<file path="src/rtl/uart_pkg.sv">
// Shared types and helpers for the UART receive path.
package uart_pkg;

  typedef enum logic [2:0] {
    IDLE,
    START,
    DATA,
    PARITY,
    STOP,
    BREAK
  } rx_state_t;

  localparam int unsigned SYNC_STAGES   = 2;
  localparam int unsigned MAX_DATA_BITS = 9;

  // Expected parity bit for a zero-extended payload.
  function automatic logic parity_calc(input logic [MAX_DATA_BITS-1:0] data, input logic odd);
    return (^data) ^ odd;
  endfunction

endpackage

</file>
<file path="src/rtl/uart_rx_sfifo.sv">
// Synchronous show-ahead FIFO; the head entry is always visible on dout.
module uart_rx_sfifo #(
  parameter int unsigned WIDTH = 8,
  parameter int unsigned DEPTH = 4
) (
  input  logic                     clk,
  input  logic                     rst_n,
  input  logic                     push,
  input  logic                     pop,
  input  logic [WIDTH-1:0]         din,
  output logic [WIDTH-1:0]         dout,
  output logic                     empty,
  output logic                     full,
  output logic [$clog2(DEPTH):0]   count
);

  localparam int unsigned PTR_W = $clog2(DEPTH);
  localparam int unsigned CNT_W = PTR_W + 1;

  logic [WIDTH-1:0] mem_q [DEPTH];
  logic [WIDTH-1:0] mem_d [DEPTH];
  logic [PTR_W-1:0] wr_ptr_q, wr_ptr_d;
  logic [PTR_W-1:0] rd_ptr_q, rd_ptr_d;
  logic [CNT_W-1:0] count_q, count_d;
  logic             do_push, do_pop;

  // A pop frees a slot in the same cycle, so a full FIFO can still accept a push.
  always_comb begin
    do_pop   = pop && (count_q != '0);
    do_push  = push && ((count_q != CNT_W'(DEPTH)) || do_pop);
    mem_d    = mem_q;
    if (do_push) begin
      mem_d[wr_ptr_q] = din;
    end
    wr_ptr_d = wr_ptr_q + PTR_W'(do_push);
    rd_ptr_d = rd_ptr_q + PTR_W'(do_pop);
    count_d  = count_q + CNT_W'(do_push) - CNT_W'(do_pop);
  end

  always_ff @(posedge clk or negedge rst_n) begin
    if (!rst_n) begin
      for (int unsigned i = 0; i < DEPTH; i++) begin
        mem_q[i] <= '0;
      end
      wr_ptr_q <= '0;
      rd_ptr_q <= '0;
      count_q  <= '0;
    end else begin
      mem_q    <= mem_d;
      wr_ptr_q <= wr_ptr_d;
      rd_ptr_q <= rd_ptr_d;
      count_q  <= count_d;
    end
  end

  assign dout  = mem_q[rd_ptr_q];
  assign empty = (count_q == '0);
  assign full  = (count_q == CNT_W'(DEPTH));
  assign count = count_q;

endmodule

</file>
<file path="src/rtl/uart_rx_fifo.sv">
// Asynchronous serial receiver with false-start rejection, frame/parity checking
// and a show-ahead receive FIFO with sticky overrun reporting.
module uart_rx_fifo
  import uart_pkg::*;
#(
  parameter int unsigned CLK_DIV    = 2604,
  parameter int unsigned DATA_BITS  = 8,
  parameter int unsigned PARITY_EN  = 0,
  parameter int unsigned PARITY_ODD = 0,
  parameter int unsigned FIFO_DEPTH = 4
) (
  input  logic                          clk,
  input  logic                          rst_n,
  input  logic                          RX,
  input  logic                          rd_en,
  input  logic                          clr_err,
  output logic [DATA_BITS-1:0]          rx_data,
  output logic                          rdy,
  output logic [$clog2(FIFO_DEPTH):0]   count,
  output logic                          frame_err,
  output logic                          parity_err,
  output logic                          overrun
);

  localparam int unsigned BAUD_W = $clog2(CLK_DIV);
  localparam int unsigned BIT_W  = $clog2(DATA_BITS);

  rx_state_t               state_q, state_d;
  logic [SYNC_STAGES-1:0]  sync_q, sync_d;
  logic [BAUD_W-1:0]       baud_q, baud_d;
  logic [BIT_W-1:0]        bit_cnt_q, bit_cnt_d;
  logic [DATA_BITS-1:0]    shift_q, shift_d;
  logic                    par_bad_q, par_bad_d;
  logic                    frame_err_q, frame_err_d;
  logic                    parity_err_q, parity_err_d;
  logic                    overrun_q, overrun_d;

  logic rxs;
  logic tick;
  logic push_c;
  logic frame_set_c;
  logic parity_set_c;
  logic fifo_empty;
  logic fifo_full;

  assign sync_d = {sync_q[SYNC_STAGES-2:0], RX};
  assign rxs    = sync_q[SYNC_STAGES-1];
  assign tick   = (baud_q == '0) && (state_q != IDLE) && (state_q != BREAK);

  always_comb begin
    state_d      = state_q;
    baud_d       = baud_q;
    bit_cnt_d    = bit_cnt_q;
    shift_d      = shift_q;
    par_bad_d    = par_bad_q;
    push_c       = 1'b0;
    frame_set_c  = 1'b0;
    parity_set_c = 1'b0;

    if ((state_q != IDLE) && (state_q != BREAK)) begin
      baud_d = tick ? BAUD_W'(CLK_DIV - 1) : baud_q - BAUD_W'(1);
    end

    case (state_q)
      IDLE: begin
        if (!rxs) begin
          state_d   = START;
          baud_d    = BAUD_W'(CLK_DIV / 2 - 1);
          bit_cnt_d = '0;
          par_bad_d = 1'b0;
        end
      end
      START: begin
        if (tick) begin
          state_d = rxs ? IDLE : DATA;
        end
      end
      DATA: begin
        if (tick) begin
          shift_d = {rxs, shift_q[DATA_BITS-1:1]};
          if (bit_cnt_q == BIT_W'(DATA_BITS - 1)) begin
            bit_cnt_d = '0;
            state_d   = (PARITY_EN != 0) ? PARITY : STOP;
          end else begin
            bit_cnt_d = bit_cnt_q + BIT_W'(1);
          end
        end
      end
      PARITY: begin
        if (tick) begin
          par_bad_d = (rxs != parity_calc(MAX_DATA_BITS'(shift_q), 1'(PARITY_ODD)));
          state_d   = STOP;
        end
      end
      STOP: begin
        if (tick) begin
          if (rxs) begin
            push_c       = !par_bad_q;
            parity_set_c = par_bad_q;
            state_d      = IDLE;
          end else begin
            frame_set_c  = 1'b1;
            state_d      = BREAK;
          end
        end
      end
      BREAK: begin
        if (rxs) begin
          state_d = IDLE;
        end
      end
      default: state_d = IDLE;
    endcase

    // Sticky flags: a same-cycle set beats clr_err.
    frame_err_d  = (frame_err_q && !clr_err) || frame_set_c;
    parity_err_d = (parity_err_q && !clr_err) || parity_set_c;
    overrun_d    = (overrun_q && !clr_err) || (push_c && fifo_full && !rd_en);
  end

  always_ff @(posedge clk or negedge rst_n) begin
    if (!rst_n) begin
      state_q      <= IDLE;
      sync_q       <= '1;
      baud_q       <= '0;
      bit_cnt_q    <= '0;
      shift_q      <= '0;
      par_bad_q    <= 1'b0;
      frame_err_q  <= 1'b0;
      parity_err_q <= 1'b0;
      overrun_q    <= 1'b0;
    end else begin
      state_q      <= state_d;
      sync_q       <= sync_d;
      baud_q       <= baud_d;
      bit_cnt_q    <= bit_cnt_d;
      shift_q      <= shift_d;
      par_bad_q    <= par_bad_d;
      frame_err_q  <= frame_err_d;
      parity_err_q <= parity_err_d;
      overrun_q    <= overrun_d;
    end
  end

  uart_rx_sfifo #(
    .WIDTH (DATA_BITS),
    .DEPTH (FIFO_DEPTH)
  ) u_fifo (
    .clk   (clk),
    .rst_n (rst_n),
    .push  (push_c),
    .pop   (rd_en),
    .din   (shift_q),
    .dout  (rx_data),
    .empty (fifo_empty),
    .full  (fifo_full),
    .count (count)
  );

  assign rdy        = !fifo_empty;
  assign frame_err  = frame_err_q;
  assign parity_err = parity_err_q;
  assign overrun    = overrun_q;

endmodule

</file>
<file path="config.mk">
export PLATFORM = sky130hd
export DESIGN_NAME = uart_rx_fifo
export DESIGN_NICKNAME = d
export VERILOG_FILES = /design/src/rtl/uart_pkg.sv /design/src/rtl/uart_rx_sfifo.sv /design/src/rtl/uart_rx_fifo.sv
export SDC_FILE = /design/constraint.sdc
export NUM_CORES = 1
export LEC_CHECK = 0
export CORE_MARGIN = 2
export CORE_UTILIZATION = 63
export CTS_CLUSTER_DIAMETER = 120
export DETAILED_ROUTE_END_ITERATION = 16
export PLACE_DENSITY = 0.88
export SETUP_SLACK_MARGIN = 0.3
export SYNTH_ARGS = -nofsm -noshare
export SYNTH_HDL_FRONTEND = slang
export SYNTH_SLANG_ARGS = --single-unit
</file>
<file path="constraint.sdc">
create_clock -name clk -period 9.28 [get_ports clk]
set_clock_uncertainty 0.15 [all_clocks]
set_input_delay 1.856 -clock clk [delete_from_list [all_inputs] [get_ports clk]]
set_output_delay 1.856 -clock clk [all_outputs]
set_load 0.01 [all_outputs]
</file>
# After elaboration in Yosys (flattened, before gate mapping)
# Index checks and enable logic that the tools add are counted.
# Widths: inputs -> output; s select.
op_classes:
  bitwise: 2
  eq_ne: 17
  n_mux: 35
  n_reduce_logical: 31
  n_lt_le_gt_ge: 3
  addsub: 6
op_table:
  columns: ["cell", "count"]
  rows:
  - ["$mux 12", 4]
  - ["$mux 3", 11]
  - ["$bwmux 32", 1]
  - ["$mux 8", 3]
  - ["$pmux 3 s6", 1]
  - ["$bmux 8 s2", 1]
  - ["$demux 8 s2", 1]
  - ["$ne 2x2->1 const B", 7]
  - ["$eq 3x3->1 const B", 4]
  - ["$logic_not 12->1", 1]
  - ["$sub 12x1->12 const B", 1]
  - ["$logic_and 1x1->1", 11]
  - ["$mux 1", 10]
  - ["$reduce_xor 9->1", 1]
  - ["$reduce_and 7->1", 1]
  - ["$eq 3x2->1 const B", 2]
  - ["$ge 3x3->1 const B", 2]
  - ["$logic_not 3->1", 2]
  - ["$ne 3x3->1 const B", 2]
  - ["$not 2->3", 2]
  - ["$pmux 3 s2", 1]
  - ["$reduce_bool 3->1", 2]
  - ["$add 2x1->2", 2]
  - ["$logic_not 1->1", 4]
  - ["12 further kinds", 17]
word_totals:
  out_inout_bits: 15
  ff_bits: 71
  input_bits: 5
  wordCells: 110

# Logic depth before layout (Yosys ltp)
depth:
  ltp_word: 8
  ltp_mapped: 8
  ltp_nobuf: 8

# Modules after synthesis
# From an unflattened synthesis, not the netlist that was laid out.
unflattened:
  hier_cells: 260
  area_unflattened_um2: 3538.4
by_module_without_submodules:
  columns: ["module", "area_each_um2", "seq_area_each_um2", "n_inst", "cells_each"]
  rows:
  - ["uart_rx_sfifo", 1786.7, 975.9, 1, 106]
  - ["uart_rx_fifo", 1751.7, 803.3, 1, 154]

# Worst setup path before layout
# OpenSTA, ideal clock, no wires.
synth_timing:
  kind: "input-to-reg"
  start: "in rd_en"
  end: "reg u_fifo.mem_q[10] in the netlist's numbering"
  path_buffers: 0
  required_ns: 9.005
  setup_time_ns: 0.125
  setup_slack_ns: 5.743
  stages: 5
  t_arrival_ns: 3.262
  path_cell_list: "nor4b_1 > or3_1 > nor4_2 > nand3b_1 > mux2_2"
synth_between:
  elab_chain_cells: 3
synth_lines:
  columns: ["element", "line", "source"]
  rows:
  - ["start: declaration", "uart_rx_fifo.sv:15", "input logic rd_en,"]
  - ["$logic_and 1x1->1", "uart_rx_sfifo.sv:29", "do_pop = pop && (count_q != '0);"]
  - ["$logic_or 1x1->1", "uart_rx_sfifo.sv:30", "do_push = push && ((count_q != CNT_W'(DEPTH)) || do_pop);"]
  - ["$logic_and 1x1->1", "uart_rx_sfifo.sv:30", null]
  - ["end signal: assignment", "uart_rx_sfifo.sv:49", "mem_q <= mem_d;"]
  - ["end: declaration", "uart_rx_sfifo.sv:20", "logic [WIDTH-1:0] mem_q [DEPTH];"]
# No other way between the ends.
# A chain may end at the register's enable or synchronous reset.

# Worst setup path in the final report
layout_timing:
  start: "reg u_fifo.rd_ptr_q[0]"
  end: "out rx_data[3]"
layout_between:
  elab_chain_cells: 4
layout_lines:
  columns: ["element", "line", "source"]
  rows:
  - ["start: declaration", "uart_rx_sfifo.sv:23", "logic [PTR_W-1:0] rd_ptr_q, rd_ptr_d;"]
  - ["start signal: assignment", "uart_rx_sfifo.sv:51", "rd_ptr_q <= rd_ptr_d;"]
  - ["$not 2->3 (not written as such)", "uart_rx_sfifo.sv:56", "assign dout = mem_q[rd_ptr_q];"]
  - ["$bmux 8 s2", "uart_rx_sfifo.sv:56", null]
  - ["$mux 8 (not written as such) (2 in a row)", "uart_rx_sfifo.sv:56", null]
  - ["end: declaration", "uart_rx_fifo.sv:17", "output logic [DATA_BITS-1:0] rx_data,"]
# No other way between the ends. The select of a mux whose other input is x is not followed.

==> impl_metrics.ini <==
[outcome]
status = finished, final reports clean

[timing]
rsz0062_at_grt = no
fmax_mhz = 241
timing.final.crit_share = 0.448
report.final.slew_viol_count = 0
relSlewSlack = 0.420
period_needed_ns = 4.15
setup_tns_ns = 0
layout_setup_ws_ns = 5.13
worst_slew_pin_slew_ns = 0.869
hold_violations = 0
setup_viol_count_final = 0

[placed_design]
pre_cts_slack_ns = 4.82
io_buffers = 19
dp_hpwl_um = 4140
gp_congestion = 0.785
placed_area_mm2 = 0.00356

[routing]
vias = 2075
postRouteAntennaNets = 0
wl_um = 6190
drc = 0
drtIter0Drc = 191
viasPerCell = 5.96
dr.pass1.iters = 4
wl_per_cell_um = 17.8

[die]
die_x_um = 76.4
fp-row-count = 26
core_area_mm2 = 0.00507
die_h_um = 76.4
fp.dieArea_mm2 = 0.00583
start_util = 0.650
io_pins = 20

[cells_and_area]
drive_above_1_share = 0.270
final_util = 0.741
fillers = 338
nNetsFinal = 286
fin_area_mm2 = 0.00376
areaGrowthSynthToFinish_pct = 14.0
antennaDiodeCount = 0

[clock_network]
cts.sinks = 71
htree_levels = 3
ctsResizeCount = 0
ctsLongestPathBuffers = 2
clkLatencyLatePin_ns = 0.34
path_clk_slew_ns = 0.08
hold_buffers = 0
numCtsBuffers = 9
clock-root-buffer = clkbuf_8
cts_setup_buffers = 0
tritoncts = yes

[worst_setup_path]
endpoint_kind = output pin
crit_type = reg2out
crit_arrival_ns = 2.15
ff2ff_setup_slack_ns = 5.96
crit_fanout = 9
start_kind = register
crit_required_ns = 7.27

[logic_synthesis]
yosysWarnings = 0
yosysSeqAreaShare = 0.539
ys.flop_type = dfrtp_1
synthTopCellsByArea = dfrtp_1 52%, mux2_2 14%, mux4_2 5.5%
yosys-top-cells-count = 69 x dfrtp_1, 40 x mux2_2, 11 x o21ai_0
synth_enable_flop_cells = 0
async_flop_share = 1.00
syn_inst = 250
ys_ff_latch = 71
yosysTopAreaCell = dfrtp_1
synth.avg_cell_area_um2 = 13.2
yosysTopAreaCellShare = 0.523
ys_types = 41
syn_nets = 263
synth.most_common_cell = dfrtp_1
synth.cell_area_mm2 = 0.00330

[global_route]
grt_pass1_wl_um = 10600
grt_overflow_total = 0
antenna_found_initial = 0
grt_pass1_vias = 2139
grt_use_total = 0.239
grt_start_max_net_pins = 72

[worst_hold_path]
hold_class = reg2reg

[run]
maxCapViolCount = 0

[power]
total_power_mw = 0.570
ir_worst_vdd_mv = 0.149
powerDensity_mw_per_mm2 = 152
leakage_nw = 1.72
## routing by layer
layer  GRT usage  share of wire
met4       0.116          0.022
met1       0.309           0.42
met5           0              0
met3      0.0474          0.035
met2       0.391           0.52
## cell type report
class / instances / area (µm²) / area share
Timing Repair Buffer: 23 / 215 / 0.0572
Sequential cell: 71 / 1780 / 0.473
Inverter: 8 / 30.0 / 0.00798
Clock inverter: 7 / 77.6 / 0.0206
Tap cell: 70 / 87.6 / 0.0233
Multi-Input combinational cell: 160 / 1450 / 0.385
Clock buffer: 9 / 124 / 0.0329
## cells in the final DEF (no fill, tap or decap), types with 7 or more instances in the layout
cell | netlist | routed
mux4_2 | 8 | 8
dfrtp_1 | 69 | 69
xor2_1 | 9 | 9
nor2_1 | 9 | 9
clkdlybuf4s50_1 | 0 | 18
nand2_1 | 8 | 8
ha_1 | 7 | 7
inv_1 | 8 | 8
clkbuf_8 | 0 | 9
nor3_1 | 8 | 8
or3_1 | 7 | 7
o21ai_0 | 11 | 11
xnor2_1 | 8 | 8
mux2_2 | 40 | 40
## critical path, cell delays in order, from the launching register on
cell and delay, ns:
dfrtp_1 0.71, mux4_2 0.60, clkdlybuf4s50_1 0.50
## cells by family (layout without fill, tap and decap cells)
| logic type | count (synthesis) | in the layout | share of synthesized area |
|---|---|---|---|
| AOI/OAI and AO/OA | 28 | 28 | 0.0550 |
| xor gates and xnor gates | 18 | 18 | 0.0519 |
| adders and majority gates | 8 | 8 | 0.0326 |
| buffers and inverters | 19 | 47 | 0.0224 |
| DFF | 71 | 71 | 0.539 |
| muxes | 48 | 48 | 0.191 |
| and+or+nand+nor | 58 | 58 | 0.108 |
## final timing paths
kind,start,end,depth (start not counted)
max in group asynchronous,rst_n,parity_err,2
max,u_fifo.rd_ptr_q[0],rx_data[3],2
min in group asynchronous,rst_n,baud_q[0],2
min,sync_q[0],sync_q[1],0
min reg2reg,sync_q[0],sync_q[1],0
max reg2reg,baud_q[3],u_fifo.mem_q[24],5
## state kept, by name (all words and copies together) (netlist names)
name,count
parity_err,1
bit_cnt_q,3
state_q,3
u_fifo.rd_ptr_q,2
overrun,1
shift_q,8
u_fifo.count,3
par_bad_q,1
u_fifo.wr_ptr_q,2
sync_q,2
u_fifo.mem_q,32
frame_err,1
baud_q,12
## where the power goes
part,total [mW],internal (mW),switching (mW),leakage [nW]
logic,0.00877,0.00207,0.00670,0.672
clock network,0.251,0.127,0.124,0.101
registers,0.311,0.310,0.000644,0.944
## stage by stage
| stage | std cells | hold WS (ns) |
|---|---|---|
| after global routing | 348 | 0.213 |
| final | 348 | 0.209 |
| after global placement | 332 | 0.197 |
| after floorplan | 250 | 0.195 |
| after detailed placement | 332 | 0.204 |
| after CTS | 348 | 0.212 |
No activity file was read; power rests on OpenSTA's default activity.
